## src/rtl/aap_fetch_issue_ctrl_pkg.sv

```systemverilog
// Shared definitions for the AAP fetch/issue controller: FSM states,
// instruction length codes and the 32-bit-instruction flag positions.
package aap_fetch_issue_ctrl_pkg;

    typedef enum logic [1:0] {
        FIRST  = 2'd0,
        SECOND = 2'd1,
        ISSUE  = 2'd2
    } fetch_state_e;

    localparam logic ISSUE_LEN16 = 1'b0;
    localparam logic ISSUE_LEN32 = 1'b1;

    // Flag marking a 32-bit instruction: bit 15 of its first parcel,
    // which lands in bit 31 of the decoder word.
    localparam int unsigned PARCEL_FLAG_BIT = 15;
    localparam int unsigned WORD_FLAG_BIT   = 31;

    function automatic logic is_32bit_parcel(input logic [15:0] parcel);
        return parcel[PARCEL_FLAG_BIT];
    endfunction

endpackage

```

## src/rtl/aap_fetch_issue_ctrl_perf_counters.sv

```systemverilog
// Saturating 32-bit performance counters for the fetch/issue controller:
// issued 16-bit instructions, issued 32-bit instructions, issue stall cycles.
// Only instantiated when AAP_FETCH_PERF_COUNT_EN is defined.
module aap_fetch_perf_counters
    import aap_fetch_issue_ctrl_pkg::*;
(
    input  logic        clock,
    input  logic        reset_n,
    input  logic        issue_valid,
    input  logic        issue_ready,
    input  logic        issue_len,
    output logic [31:0] perf_issued16,
    output logic [31:0] perf_issued32,
    output logic [31:0] perf_stall
);

    logic [31:0] r_issued16;
    logic [31:0] r_issued32;
    logic [31:0] r_stall;
    logic        w_handshake;

    assign w_handshake = issue_valid & issue_ready;

    // Count handshakes by length and stalled issue cycles, holding at all-ones.
    always_ff @(posedge clock or negedge reset_n) begin
        if (!reset_n) begin
            r_issued16 <= '0;
            r_issued32 <= '0;
            r_stall    <= '0;
        end else begin
            if (w_handshake && (issue_len == ISSUE_LEN16) && (r_issued16 != '1))
                r_issued16 <= r_issued16 + 32'd1;
            if (w_handshake && (issue_len == ISSUE_LEN32) && (r_issued32 != '1))
                r_issued32 <= r_issued32 + 32'd1;
            if (issue_valid && !issue_ready && (r_stall != '1))
                r_stall <= r_stall + 32'd1;
        end
    end

    assign perf_issued16 = r_issued16;
    assign perf_issued32 = r_issued32;
    assign perf_stall    = r_stall;

endmodule

```

## src/rtl/aap_fetch_issue_ctrl.sv

```systemverilog
// AAP instruction fetch/issue controller. Fetches 16-bit parcels over a
// req/ack memory handshake, assembles 16/32-bit instructions into the
// decoder word and issues them over valid/ready. Owns the PC and handles
// redirect (highest priority) and halt.
// Optional: define AAP_FETCH_PERF_COUNT_EN to add perf_issued16,
// perf_issued32 and perf_stall counter outputs.
module aap_fetch_issue_ctrl
    import aap_fetch_issue_ctrl_pkg::*;
#(
    parameter int unsigned          PC_WIDTH = 24,
    parameter logic [PC_WIDTH-1:0]  RESET_PC = '0
) (
    input  logic                clock,
    input  logic                reset_n,
    input  logic                halt,
    input  logic                redirect_valid,
    input  logic [PC_WIDTH-1:0] redirect_pc,
    output logic                imem_req,
    output logic [PC_WIDTH-1:0] imem_addr,
    input  logic                imem_ack,
    input  logic [15:0]         imem_rdata,
    output logic                issue_valid,
    input  logic                issue_ready,
`ifdef AAP_FETCH_PERF_COUNT_EN
    output logic [31:0]         perf_issued16,
    output logic [31:0]         perf_issued32,
    output logic [31:0]         perf_stall,
`endif
    output logic [31:0]         fetchoutput,
    output logic [PC_WIDTH-1:0] issue_pc,
    output logic                issue_len
);

    fetch_state_e        r_state;
    logic [PC_WIDTH-1:0] r_pc;
    logic                r_imem_req;
    logic [PC_WIDTH-1:0] r_imem_addr;
    logic                r_issue_valid;
    logic [31:0]         r_fetchoutput;
    logic [PC_WIDTH-1:0] r_issue_pc;
    logic                r_issue_len;

    logic [PC_WIDTH-1:0] w_pc_plus1;
    logic [PC_WIDTH-1:0] w_pc_next;

    assign w_pc_plus1 = r_pc + PC_WIDTH'(1);
    assign w_pc_next  = r_pc + PC_WIDTH'(1) + PC_WIDTH'(r_issue_len);

    // Fetch/issue FSM with registered memory and issue outputs. The request
    // is armed one cycle after entering FIRST (or at the issue handshake),
    // which is where halt is sampled; once raised it is held until ack.
    always_ff @(posedge clock or negedge reset_n) begin
        if (!reset_n) begin
            r_state       <= FIRST;
            r_pc          <= RESET_PC;
            r_imem_req    <= 1'b0;
            r_imem_addr   <= RESET_PC;
            r_issue_valid <= 1'b0;
            r_fetchoutput <= '0;
            r_issue_pc    <= RESET_PC;
            r_issue_len   <= ISSUE_LEN16;
        end else if (redirect_valid) begin
            r_state       <= FIRST;
            r_pc          <= redirect_pc;
            r_imem_req    <= 1'b0;
            r_imem_addr   <= redirect_pc;
            r_issue_valid <= 1'b0;
        end else begin
            case (r_state)
                FIRST: begin
                    if (!r_imem_req) begin
                        r_imem_req <= !halt;
                    end else if (imem_ack) begin
                        r_fetchoutput[31:16] <= imem_rdata;
                        if (is_32bit_parcel(imem_rdata)) begin
                            r_imem_addr <= w_pc_plus1;
                            r_state     <= SECOND;
                        end else begin
                            r_fetchoutput[15:0] <= '0;
                            r_issue_len         <= ISSUE_LEN16;
                            r_issue_pc          <= r_pc;
                            r_imem_req          <= 1'b0;
                            r_issue_valid       <= 1'b1;
                            r_state             <= ISSUE;
                        end
                    end
                end
                SECOND: begin
                    if (imem_ack) begin
                        r_fetchoutput[15:0] <= imem_rdata;
                        r_issue_len         <= ISSUE_LEN32;
                        r_issue_pc          <= r_pc;
                        r_imem_req          <= 1'b0;
                        r_issue_valid       <= 1'b1;
                        r_state             <= ISSUE;
                    end
                end
                ISSUE: begin
                    if (issue_ready) begin
                        r_issue_valid <= 1'b0;
                        r_pc          <= w_pc_next;
                        r_imem_addr   <= w_pc_next;
                        r_imem_req    <= !halt;
                        r_state       <= FIRST;
                    end
                end
                default: begin
                    r_state <= FIRST;
                end
            endcase
        end
    end

    assign imem_req    = r_imem_req;
    assign imem_addr   = r_imem_addr;
    assign issue_valid = r_issue_valid;
    assign fetchoutput = r_fetchoutput;
    assign issue_pc    = r_issue_pc;
    assign issue_len   = r_issue_len;

`ifdef AAP_FETCH_PERF_COUNT_EN
    aap_fetch_perf_counters u_perf (
        .clock         (clock),
        .reset_n       (reset_n),
        .issue_valid   (r_issue_valid),
        .issue_ready   (issue_ready),
        .issue_len     (r_issue_len),
        .perf_issued16 (perf_issued16),
        .perf_issued32 (perf_issued32),
        .perf_stall    (perf_stall)
    );
`endif

endmodule

```

## config.mk

```make
export PLATFORM = sky130hd
export DESIGN_NAME = aap_fetch_issue_ctrl
export DESIGN_NICKNAME = d
export VERILOG_FILES = /design/src/rtl/aap_fetch_issue_ctrl_pkg.sv /design/src/rtl/aap_fetch_issue_ctrl_perf_counters.sv /design/src/rtl/aap_fetch_issue_ctrl.sv
export SDC_FILE = /design/constraint.sdc
export NUM_CORES = 1
export LEC_CHECK = 0
export ABC_AREA = 1
export BUFFER_PORTS_ARGS = -buffer_cell sky130_fd_sc_hd__buf_2
export CAP_MARGIN = 5
export CORE_MARGIN = 1.5
export CORE_UTILIZATION = 30
export CTS_BUF_LIST = sky130_fd_sc_hd__clkbuf_8
export CTS_CLUSTER_DIAMETER = 30
export DETAILED_ROUTE_END_ITERATION = 10
export GPL_TIMING_DRIVEN = 0
export PLACE_DENSITY = 0.62
export SLEW_MARGIN = 25
export SYNTH_ARGS = -nofsm -noshare
export SYNTH_HDL_FRONTEND = slang
export SYNTH_SLANG_ARGS = --single-unit
```

## constraint.sdc

```tcl
create_clock -name clock -period 1.8 [get_ports clock]
set_input_delay 0.27 -clock clock [delete_from_list [all_inputs] [get_ports clock]]
set_output_delay 0.27 -clock clock [all_outputs]
set_load 0.01 [all_outputs]
```

==> flow_summary.toml <==
[pwr]
ir_drop_mv = 0.6287
p_per_area_nw_per_um2 = 1471
power.total_mw = 12.76
swShare_pct = 45.56
pwr-share-seq_pct = 32.8
p_comb_share_pct = 55.1
power.leakage_nw = 4.267
p_clk_share_pct = 12.1
p_int_mw = 6.947
net-switching-power_mw = 5.814

[synthesis]
yosys-top-cells-area = "dfrtp_1, nand2_1, o21ai_0"
synth_cells = 864
yosysTopAreaCell = "dfrtp_1"
synth-warning-count = 0
ys_types = 37
synth_area_per_cell_sq_um = 7.192
yosysTopAreaCellShare_pct = 43.90
synthesis.nets = 916
syn_area_sq_um = 6213
yosysSeqAreaShare_pct = 43.90
synth.ff_latch_count = 109

[die]
start_util_pct = 30.61
io_pins = 129
fp.dieH_um = 146.9
fp-row-count = 52
die_area_sq_um = 21580
die_width_um = 146.9
core-area_sq_um = 20300

[routing]
first_pass_iters = 5
postRouteAntennaNets = 0
wire_per_inst_um = 15.82
vias = 6529
wirelength_um = 21160
drt-initial-drc-count = 559
drc_errors = 0
vias_per_cell = 4.880

[timing]
setup_viol_count_final = 41
period_needed_ns = 2.236
fin_hold_ws_ns = 0.1054
max-slew-margin-rel_pct = 54.43
fin_ws_ns = -0.4355
slew_viol_final = 0
fin_worst_skew_ns = 0.01833
fin_crit_sh_pct = 124.2
hold_viol_final = 0
rsz0062_at_grt = "yes"
worst_pin_slew_ns = 0.6835
fmax_ghz = 0.4473
finalSetupTns_ns = -12.79

[setup_path]
critPathKind = "reg2reg"
worstPathCellList = "buf_6 > nand2_1 > nor2_4 > buf_4 > nand3_1 > nand2_1 > nand2_2 > nor2_4 > nand3_4 > nor2_4 > nand2_2 > nand2_2 > nand3_1 > a21oi_1"
path_buf_inv = 2
start_kind = "flop"
critPathArrivalTime_ns = 2.57
crit_path_top_delay_cell = "dfrtp_2"
path_max_fanout = 7
critPathTopFamily = "simple AND/OR/NAND/NOR gates"
critical_path_required_ns = 2.13
cpPeakStageDelay_ns = 0.46
end_kind = "flop"

[placed_design]
dp_slack_ns = -0.5318
dpl.cell_count = 1263
portBuffers = 128
post-dp-hpwl_um = 15170
postPlaceCellArea_sq_um = 7308
place_congestion = 0.9174

[clock_network]
cts_tree = "yes"
htreeDepth = 3
cts_root_buffer = "clkbuf_8"
cts.path.max_buffers = 2
insertion_delay_ns = 0.42
cts_sinks = 109
cts_buffers = 9
path_clk_slew_ns = 0.13

[run_status]
failed_checks = "setup timing"
outcome = "finished with violations"

[global_route]
grt.overflow.total = 0
grt_max_degree = 74
grt_pass1_wl_um = 31620
grt_pass1_vias = 5898
antenna_found_initial = 0
grt_usage_pct = 18.82

[flow_run]
cap_violations = 0

[cells_and_area]
register_area_sq_um = 2738
fin_util_pct = 42.73
multi_input_area_sq_um = 3573
area_delta_synth_final_pct = 39.61
final_cells = 1338
final_cell_area_sq_um = 8675
drive_above_1_share_pct = 37.64
final.fill_count = 2071
antennaDiodeCount = 0
final_nets = 1115

[min_path]
hp-class = "in2reg"
==> layout make-up <==
cell class / instances / area share (%)
Inverter: 99 / 4.587
Tap cell: 270 / 3.894
Clock inverter: 7 / 0.7645
Timing Repair Buffer: 187 / 14.16
Buffer: 28 / 2.409
Multi-Input combinational cell: 629 / 41.19
Sequential cell: 109 / 31.56
Clock buffer: 9 / 1.428
==> logic make-up after synthesis <==
group	share of synthesized area, %
buf+inv	7.874
mux	0.1812
compound gates	13.79
xor+xnor	0.4230
flops	43.90
fa+ha+maj	1.208
simple gates	32.62
==> cells in the mapped netlist (all sizes together) <==
library cell	count
a21oi	40
a2bb2oi	2
a31oi	18
buf	9
clkbuf	19
clkinv	5
dfrtp	109
ha	6
inv	94
mux2	1
nand2	282
nand3	58
nand3b	2
nand4	11
nor2	105
nor3	4
o211ai	5
o21a	2
o21ai	78
o21bai	1
o221ai	1
o22ai	5
o311ai	1
o31ai	2
o32ai	1
xor2	3
==> worst reg2reg max path, delay by kind of cell (launching register included) <==
family	cells	cell delay, ns
and+or+nand+nor	11	1.28
DFF	1	0.46
buffers and inverters	2	0.28
AOI/OAI and AO/OA	1	0.16
==> path summary, 6_finish.rpt <==
check / from / end / slack (ns) / depth (start not counted)
max reg2reg: r_pc[1] / r_pc[23] / -0.44 / 14
max in group asynchronous: reset_n / r_pc[2] / 0.80 / 3
min: imem_rdata[7] / fetchoutput[23] / 0.11 / 3
min reg2reg: issue_pc[13] / issue_pc[13] / 0.49 / 2
min in group asynchronous: reset_n / r_state[0] / 0.32 / 2
max: r_pc[1] / r_pc[23] / -0.44 / 14
==> state kept, by name, summed over array words and instances, names as in the netlist <==
signal       flops
issue_len        1
issue_valid      1
imem_addr       24
imem_req         1
r_pc            24
fetchoutput     32
issue_pc        24
r_state          2
==> power groups by stage <==
stage	Clock (mW)	Sequential, mW	Combinational [mW]
2_1_floorplan	0	4.53	2.87
3_3_place_gp	0	4.18	5.20
3_5_place_dp	0	4.20	5.29
4_1_cts	1.59	4.17	5.99
5_1_grt	1.69	4.34	7.65
6_report	1.54	4.19	7.03
==> layout by cell type, fill, tap and decap left out, types with 8 or more instances in the layout <==
master,count
buf_6,18
nor2_4,25
clkbuf_2,9
clkbuf_8,9
dfrtp_1,101
inv_2,14
o21ai_0,53
buf_2,131
a21oi_2,13
a31oi_1,17
dfrtp_2,8
a21oi_1,27
o21ai_2,10
inv_1,76
nand2_1,231
nand3_2,14
nand2_4,8
o21ai_1,14
nor2_2,15
buf_4,42
nand2_2,42
nand4_1,11
nor2_1,66
nand3_1,39
==> per-layer routing <==
layer,routed length (um),global-route usage [%]
met3,1145,3.168
met4,642,6.950
met5,0,0
met1,9813,26.65
met2,9560,28.82
==> repair_timing <==
action	CTS	global route
pin swaps	31	33
setup buffers	24	30
gates cloned	1	5
hold buffers	1	0
endpoints found under the hold margin	36	0
gates resized for setup	89	157
endpoints found under the setup margin	105	104
Note: power is estimated with default switching activity, not from simulation.
